**src/rtl/tx_symbol_scheduler.sv**
```systemverilog
// 8b/10b transmit symbol scheduler: byte/idle/SKP slot arbitration, 5b6b+3b4b encode, running disparity.
// Optional SKP ordered-set insertion is compiled in with `define TX_SKP_INSERT_EN.
module tx_symbol_scheduler #(
    parameter int unsigned SKP_INTERVAL = 1180,
    parameter int unsigned SKP_COUNT    = 3
) (
    input  logic       clk_i,
    input  logic       reset_i,
    input  logic [7:0] data_i,
    input  logic       is_k_i,
    input  logic       valid_i,
    output logic       ready_o,
    output logic [9:0] symbol_o,
    output logic       symbol_valid_o,
    output logic       rd_n_o,
    output logic       k_err_o
);
    localparam int unsigned CNT_W = 12;
    localparam int unsigned SUB_W = 3;

    if (SKP_INTERVAL < 8 || SKP_INTERVAL > 4095 || SKP_COUNT < 1 || SKP_COUNT > 5) begin : g_bad_cfg
        $error("tx_symbol_scheduler: SKP_INTERVAL or SKP_COUNT out of range");
    end

    typedef enum logic [1:0] {ST_START, ST_DATA, ST_SKP_COM, ST_SKP_SYM} state_t;

    state_t     r_state, w_state_nxt;
    logic [9:0] r_symbol;
    logic       r_sym_valid, r_rd_n, r_k_err;
    logic       w_skp_due, w_emit, w_sel_k28, w_accept, w_k_legal, w_k_err, w_k;
    logic [2:0] w_sel_y;
    logic [7:0] w_byte;
    logic [4:0] w_x;
    logic [2:0] w_y;
    logic [5:0] w_6b_base, w_6b;
    logic [3:0] w_4b_base, w_4b;
    logic       w_rd_mid_n, w_rd_out_n, w_a7;

    // abcdei for RD- start
    function automatic logic [5:0] enc6(input logic [4:0] x);
        case (x)
            5'd0:  enc6 = 6'b100111;  5'd1:  enc6 = 6'b011101;
            5'd2:  enc6 = 6'b101101;  5'd3:  enc6 = 6'b110001;
            5'd4:  enc6 = 6'b110101;  5'd5:  enc6 = 6'b101001;
            5'd6:  enc6 = 6'b011001;  5'd7:  enc6 = 6'b111000;
            5'd8:  enc6 = 6'b111001;  5'd9:  enc6 = 6'b100101;
            5'd10: enc6 = 6'b010101;  5'd11: enc6 = 6'b110100;
            5'd12: enc6 = 6'b001101;  5'd13: enc6 = 6'b101100;
            5'd14: enc6 = 6'b011100;  5'd15: enc6 = 6'b010111;
            5'd16: enc6 = 6'b011011;  5'd17: enc6 = 6'b100011;
            5'd18: enc6 = 6'b010011;  5'd19: enc6 = 6'b110010;
            5'd20: enc6 = 6'b001011;  5'd21: enc6 = 6'b101010;
            5'd22: enc6 = 6'b011010;  5'd23: enc6 = 6'b111010;
            5'd24: enc6 = 6'b110011;  5'd25: enc6 = 6'b100110;
            5'd26: enc6 = 6'b010110;  5'd27: enc6 = 6'b110110;
            5'd28: enc6 = 6'b001110;  5'd29: enc6 = 6'b101110;
            5'd30: enc6 = 6'b011110;  default: enc6 = 6'b101011;
        endcase
    endfunction

    // fghj for rd_mid negative; data and control tables differ on the balanced codes
    function automatic logic [3:0] enc4(input logic [2:0] y, input logic k);
        case (y)
            3'd0: enc4 = 4'b1011;
            3'd1: enc4 = k ? 4'b0110 : 4'b1001;
            3'd2: enc4 = k ? 4'b1010 : 4'b0101;
            3'd3: enc4 = 4'b1100;
            3'd4: enc4 = 4'b1101;
            3'd5: enc4 = k ? 4'b0101 : 4'b1010;
            3'd6: enc4 = k ? 4'b1001 : 4'b0110;
            default: enc4 = 4'b1110;
        endcase
    endfunction

`ifdef TX_SKP_INSERT_EN
    logic [CNT_W-1:0] r_skp_cnt;
    logic [SUB_W-1:0] r_sub;

    assign w_skp_due = (r_state == ST_DATA) && (r_skp_cnt == CNT_W'(SKP_INTERVAL - 1));

    always_ff @(posedge clk_i or posedge reset_i) begin
        if (reset_i) begin
            r_skp_cnt <= '0;
            r_sub     <= '0;
        end else begin
            if (r_state == ST_DATA && !w_skp_due)
                r_skp_cnt <= r_skp_cnt + CNT_W'(1);
            else if (r_state == ST_SKP_COM)
                r_skp_cnt <= '0;
            if (r_state == ST_SKP_COM)
                r_sub <= SUB_W'(SKP_COUNT - 1);
            else if (r_state == ST_SKP_SYM && r_sub != '0)
                r_sub <= r_sub - SUB_W'(1);
        end
    end
`else
    assign w_skp_due = 1'b0;
`endif

    always_ff @(posedge clk_i or posedge reset_i) begin
        if (reset_i) r_state <= ST_START;
        else         r_state <= w_state_nxt;
    end

    always_comb begin
        w_state_nxt = r_state;
        case (r_state)
            ST_START: w_state_nxt = ST_DATA;
`ifdef TX_SKP_INSERT_EN
            ST_DATA:    if (w_skp_due) w_state_nxt = ST_SKP_COM;
            ST_SKP_COM: w_state_nxt = ST_SKP_SYM;
            ST_SKP_SYM: if (r_sub == '0) w_state_nxt = ST_DATA;
`endif
            default: ;
        endcase
    end

    always_comb begin
        ready_o   = 1'b0;
        w_sel_k28 = 1'b0;
        w_sel_y   = 3'd0;
        w_emit    = (r_state != ST_START);
        case (r_state)
            ST_DATA:    ready_o = !w_skp_due;
            ST_SKP_COM: begin w_sel_k28 = 1'b1; w_sel_y = 3'd5; end
            ST_SKP_SYM: w_sel_k28 = 1'b1;
            default: ;
        endcase
    end

    // Slot source: ordered-set symbol, accepted byte, or D0.0 idle
    assign w_accept  = ready_o & valid_i;
    assign w_k_legal = (data_i[4:0] == 5'd28) ||
                       (data_i[7:5] == 3'd7 && (data_i[4:0] == 5'd23 || data_i[4:0] == 5'd27 ||
                                                data_i[4:0] == 5'd29 || data_i[4:0] == 5'd30));
    assign w_k_err   = w_accept & is_k_i & ~w_k_legal;

    always_comb begin
        w_byte = 8'h00;
        w_k    = 1'b0;
        if (w_sel_k28) begin
            w_byte = {w_sel_y, 5'd28};
            w_k    = 1'b1;
        end else if (w_accept) begin
            w_byte = data_i;
            w_k    = is_k_i & w_k_legal;
        end
    end

    assign w_x = w_byte[4:0];
    assign w_y = w_byte[7:5];

    always_comb begin
        w_6b_base = enc6(w_x);
        if (w_k && w_x == 5'd28)
            w_6b = r_rd_n ? 6'b001111 : 6'b110000;
        else if (!r_rd_n && (($countones(w_6b_base) != 3) || w_x == 5'd7))
            w_6b = ~w_6b_base;
        else
            w_6b = w_6b_base;
        w_rd_mid_n = ($countones(w_6b) != 3) ? ~r_rd_n : r_rd_n;

        w_a7 = w_k || (w_rd_mid_n  && (w_x == 5'd17 || w_x == 5'd18 || w_x == 5'd20)) ||
                      (!w_rd_mid_n && (w_x == 5'd11 || w_x == 5'd13 || w_x == 5'd14));
        w_4b_base = (w_y == 3'd7 && w_a7) ? 4'b0111 : enc4(w_y, w_k);
        if (!w_rd_mid_n && (w_k || w_y == 3'd0 || w_y == 3'd3 || w_y == 3'd4 || w_y == 3'd7))
            w_4b = ~w_4b_base;
        else
            w_4b = w_4b_base;
        w_rd_out_n = ($countones(w_4b) != 2) ? ~w_rd_mid_n : w_rd_mid_n;
    end

    always_ff @(posedge clk_i or posedge reset_i) begin
        if (reset_i) begin
            r_symbol    <= '0;
            r_sym_valid <= 1'b0;
            r_rd_n      <= 1'b1;
            r_k_err     <= 1'b0;
        end else if (w_emit) begin
            r_symbol    <= {w_6b, w_4b};
            r_sym_valid <= 1'b1;
            r_rd_n      <= w_rd_out_n;
            r_k_err     <= w_k_err;
        end
    end

    assign symbol_o       = r_symbol;
    assign symbol_valid_o = r_sym_valid;
    assign rd_n_o         = r_rd_n;
    assign k_err_o        = r_k_err;
endmodule

```
**config.mk**
```make
export PLATFORM = sky130hd
export DESIGN_NAME = tx_symbol_scheduler
export DESIGN_NICKNAME = d
export VERILOG_FILES = /design/src/rtl/tx_symbol_scheduler.sv
export SDC_FILE = /design/constraint.sdc
export NUM_CORES = 1
export LEC_CHECK = 0
export ABC_AREA = 0
export CORE_ASPECT_RATIO = 0.8
export CORE_MARGIN = 10
export CORE_UTILIZATION = 50
export DETAILED_ROUTE_END_ITERATION = 6
export DONT_BUFFER_PORTS = 1
export PLACE_DENSITY_LB_ADDON = 0.3
export SLEW_MARGIN = 20
export SYNTH_ARGS = -nofsm -noshare
export SYNTH_HDL_FRONTEND = slang
export SYNTH_SLANG_ARGS = --single-unit
```
**constraint.sdc**
```tcl
create_clock -name clk_i -period 19.4 [get_ports clk_i]
set_input_delay 1.94 -clock clk_i [delete_from_list [all_inputs] [get_ports clk_i]]
set_output_delay 1.94 -clock clk_i [all_outputs]
set_load 0.05 [all_outputs]
```
==> results.cfg, run 1 <==
[synthesis]
synth_cell_types = 68
syn_inst = 239
async_flop_share_pct = 100.0
ys_ff_latch = 14
synth_fp_nets = 270
yosysWarnings = 0
synth_area_um2 = 1967
synth_edf_count = 0
synth_ff_type = dfrtp_1
synth-seq-area-share_pct = 17.88
synth.avg_cell_area_um2 = 8.230

[worst_setup_path]
critPathMostFrequentCell = fa_1
critPathTopFamily = adder cells
endpoint_kind = flip-flop
worst-path-buf-inv = 6
worstPathMaxFanout = 14
crit_type = primary input to flip-flop
slowest_delay_ns = 0.82
arrival_ns = 11.32
cp-start-kind = primary input
slowest_stage = xnor2_1
cp.required_ns = 19.56

[clock_network]
clk_path_buf_depth = 2
hold_buffers = 0
cts.clk_slew.worst_paths_ns = 0.05
clkLatencyLatePin_ns = 0.25
ctsRootBufferMaster = clkbuf_8
htree_levels = 1
clock_sinks = 14
cts_setup_buffers = 0
ctsResizeCount = 0
cts_tree = yes
cts_inserted_buffers = 3

[die]
initial_core_util_pct = 51.71
boundaryPins = 26
die_w_um = 90.12
fp.dieH_um = 76.10
std_cell_rows = 20
fp.coreArea_um2 = 3804
dieArea_um2 = 6858

[drt]
route.top_layer_used = met4
drcViolationCount = 0
wl_met1_um = 2091
routed_wl_um = 4710
wl_per_cell_um = 16.70
drtIter0Drc = 100
met2_length_um = 2300
vias = 1719
antenna_left = 0
drtPass1Iterations = 4
viasPerCell = 6.096
wl_met3_um = 229

[grt]
grt_first_pass_wirelength_um = 7769
antenna_found_initial = 0
grt_usage_pct = 13.12
grt_pass1_vias = 1583
grt_max_degree = 32
grt-ovfl-total = 0

[placed_design]
gp_congestion = 0.8962
post_dp_cell_area_um2 = 1942
dp_hpwl_um = 3574
io_buffers = 0

[timing]
post-route-period-util_pct = 57.55
drv_slew = 0
rsz0062_at_grt = no
fmax_mhz = 89.57
whs_ns = 0.7799
hold_viol_final = 0
finClkSkew_ns = 0.001742
tns_ns = 0
final.min_clock_period_ns = 11.16
max_slew_margin_pct = 29.73
tightest_slew_ns = 1.047
final-setup-viol-count = 0

[final_layout]
drive_gt1_share_pct = 11.01
fill_cells = 351
design_area_um2 = 1997
fin_util_pct = 52.50
area_growth_pct = 1.527
nets = 259
diodes = 0

[run_status]
outcome = finished clean

[min_path]
hp-class = flip-flop to flip-flop

[flow_run]
maxCapViolations = 0
==> placed cells by master, fill, tap and decap left out, types with 6 or more instances in the layout <==
master,Yosys,final
nor2b_1,6,6
inv_1,14,14
nand2_1,22,22
xnor2_1,9,9
nor2_1,14,14
o21ai_0,11,11
dfrtp_1,13,13
nand3_1,10,10
a21oi_1,8,8
nor3_1,9,9
fa_1,7,7
ha_1,12,12
==> worst reg2reg max path, delay by kind of cell (launching register included) <==
kind	cells	cell delay, ns
buffers and inverters	7	0.75
AOI/OAI and AO/OA	4	0.85
and+or+nand+nor	8	1.52
DFF	1	0.34
muxes	2	0.54
adders and majority gates	12	4.44
xor gates and xnor gates	4	1.37
==> layout make-up <==
cell class / instances / area, um2 / share of cell area, %
flip-flops and latches: 14 / 351.6 / 17.61
inverters: 14 / 52.55 / 2.632
clock buffers: 4 / 55.05 / 2.757
multi-input cells: 194 / 1461 / 73.18
well taps: 55 / 68.82 / 3.446
repair buffers: 1 / 7.507 / 0.3759
==> logic make-up (layout without fill, tap and decap cells) <==
kind of cell / after synthesis / count (layout) / share of synthesized area (%)
and+or+nand+nor: 91 / 91 / 24.62
AOI/OAI and AO/OA: 59 / 59 / 21.82
buffers and inverters: 31 / 19 / 7.824
adders and majority gates: 19 / 19 / 14.76
DFF: 14 / 14 / 17.88
xor gates and xnor gates: 12 / 12 / 5.344
muxes: 12 / 12 / 7.570
other: 1 / 1 / 0.1907
==> synthesized netlist by cell type (6+ instances only) <==
master,instances,area (um2)
fa_1,7,140.1
nand3_1,10,50.05
nand2_1,22,82.58
o21ai_0,11,55.05
dfrtp_1,13,325.3
a21oi_1,8,40.04
nor3_1,9,45.04
clkbuf_1,8,30.03
nor2_1,14,52.55
nor2b_1,6,37.54
ha_1,12,150.1
inv_1,14,52.55
xnor2_1,9,78.83
==> metrics by stage <==
| stage | cells | setup WS (ns) |
|---|---|---|
| after detailed placement | 278 | 8.014 |
| after CTS | 282 | 8.258 |
| final | 282 | 8.235 |
| after global placement | 278 | 8.234 |
| after floorplan | 239 | 9.287 |
| after global routing | 282 | 7.570 |
==> layer usage <==
metal  GRT usage [%]  vias to the layer above
li1                -                      837
met1           16.78                      832
met2           21.74                       40
met3           2.461                       10
met4           3.968                        0
met5               0                        -
==> registers in the layout (all words and copies together) (netlist names) <==
register	count
k_err_o	1
r_state	1
symbol_o	10
rd_n_o	1
symbol_valid_o	1
==> final timing paths <==
check	start	endpoint	slack, ns	cells after the start
setup reg to reg	r_state[0]	rd_n_o	9.47	37
max in group asynchronous	reset_i	rd_n_o	17.43	1
hold / removal	rd_n_o	rd_n_o	0.78	2
hold reg to reg	rd_n_o	rd_n_o	0.78	2
min in group asynchronous	reset_i	symbol_valid_o	1.61	1
setup / recovery	valid_i	rd_n_o	8.24	38
Power of run 1 is left out: the tool's default activity adds up to more than one toggle a clock period on the data nets, which glitch-free logic cannot reach.
==> run 2: changes to the inputs <==
Clock period 19.4 ns to 10.2 ns, I/O delays scaled along.
==> run 2 against run 1 <==
Hold slack worse by 0.075 ns. Utilization is 0.39 points higher. Design area is 0.75% higher. Sequential cell count stayed put. Setup slack worse by 7.4 ns. Wire length is 3.6% lower. Sequential share of layout area is 0.13 points lower. Global-route usage hardly changed. Critical path depth is 1 higher. Clock-buffer cell count stayed put. Register-to-register slack worse by 8.7 ns. First-iteration DRC count is 31% lower. Critical path type unchanged. Largest cell class unchanged.
==> results.cfg, run 2 (synthesized netlist as in run 1, its figures left out) <==
[final_layout]
area_growth_pct = 2.290
diodes = 0
layout_commonest_cell = nand2_1
nets = 261
layout_common_cells = nand2_1 (22), inv_1 (14), nor2_1 (14), dfrtp_1 (13), ha_1 (12)
largest_reg_flops = 10
drive_gt1_share_pct = 11.79

[timing]
finClkSkew_ns = 0.001725
hold_viol_final = 0
final-setup-viol-count = 0
worst_slack_ns = 0.7875
post-route-period-util_pct = 92.28
tns_ns = 0
drv_slew = 0
tightest_slew_ns = 0.5866
max_slew_margin_pct = 60.89
fmax_mhz = 106.2
rsz0062_at_grt = no
final.min_clock_period_ns = 9.413

[clock_network]
ctsRootBufferMaster = clkbuf_8
htree_levels = 1
clock_sinks = 14
cts_tree = yes
cts.clk_slew.worst_paths_ns = 0.06
clkLatencyLatePin_ns = 0.24
ctsResizeCount = 0
cts_setup_buffers = 0
cts_inserted_buffers = 3
clk_path_buf_depth = 2
hold_buffers = 0

[worst_setup_path]
crit_type = primary input to flip-flop
r2r-end = rd_n_o
r2r_start = r_state[0]
worstPathMaxFanout = 14
slowest_delay_ns = 0.54
cp-start-kind = primary input
critPathTopFamily = adder cells
worst-r2r-setup-slack_ns = 0.79
cp-endpoint = rd_n_o
cp.required_ns = 10.37
arrival_ns = 9.58
reg2regPathDepth = 39
critPathMostFrequentCell = fa_1
worstSetupStartpoint = valid_i
endpoint_kind = flip-flop
slowest_stage = fa_1
worst-path-buf-inv = 7
cp.depth = 39

[die]
boundaryPins = 26
std_cell_rows = 20
die_w_um = 90.12
fp.dieH_um = 76.10
initial_core_util_pct = 51.71
fp.coreArea_um2 = 3804
dieArea_um2 = 6858

[drt]
vias = 1687
viasPerCell = 5.940
route.top_layer_used = met4
antenna_left = 0
wl_met1_um = 2174
drtPass1Iterations = 4
drcViolationCount = 0
met2_length_um = 2142
wl_met3_um = 199
wl_per_cell_um = 15.98
routed_wl_um = 4539
drtIter0Drc = 69

[min_path]
hp-class = primary input to asynchronous set/reset pin

[placed_design]
dp_hpwl_um = 3502
gp_congestion = 0.8646
pre_cts_ws_ns = 0.5382
io_buffers = 0

[flow_run]
maxCapViolations = 0

[grt]
grt-ovfl-total = 0
grt_first_pass_wirelength_um = 7969
antenna_found_initial = 0
grt_usage_pct = 13.11
grt_pass1_vias = 1618
grt_max_degree = 28

[run_status]
outcome = finished clean
==> run 2: worst min-delay path by stage <==
stage / slack (ns) / end
global placement: 0.80 / symbol_o[8]
CTS: 0.72 / symbol_o[9]
detailed placement: 0.80 / symbol_o[8]
finish: 0.70 / symbol_o[8]
global route: 0.75 / symbol_o[6]
floorplan: 0.69 / rd_n_o
==> run 2: per-stage QoR <==
| step | cells | hold WS (ns) | instance area, um2 | util [%] |
|---|---|---|---|---|
| floorplan | 239 | 0.6910 | 1967 | - |
| CTS | 284 | 0.7154 | 2012 | 52.89 |
| global route | 284 | 0.7547 | 2012 | 52.89 |
| finish | 284 | 0.7046 | 2012 | 52.89 |
| detailed placement | 280 | 0.8037 | 1957 | 51.45 |
| global placement | 280 | 0.7997 | 1957 | 51.45 |
==> run 2: worst register-to-register path, delay by kind of cell, from the launching register on <==
family / cells / cell delay [ns]
multiplexers: 2 / 0.56
AO/OA/AOI/OAI: 4 / 0.80
XOR/XNOR: 4 / 0.69
adder cells (fa/ha/maj): 12 / 4.31
AND/OR/NAND/NOR: 10 / 1.61
buffers and inverters: 7 / 0.62
flip-flops: 1 / 0.71
==> run 2: area by class of cell <==
| type | count | area (um2) |
|---|---|---|
| repair buffers | 3 | 22.52 |
| flip-flops and latches | 14 | 351.6 |
| well taps | 55 | 68.82 |
| multi-input cells | 194 | 1461 |
| clock buffers | 4 | 55.05 |
| fillers | 384 | 1792 |
| inverters | 14 | 52.55 |
==> run 2: metal layers <==
metal	vias up	track usage [%]
met5	-	0
met4	0	1.905
met3	4	2.362
met2	34	21.23
met1	805	17.95
li1	844	-
Power of run 2 is left out for the same reason.
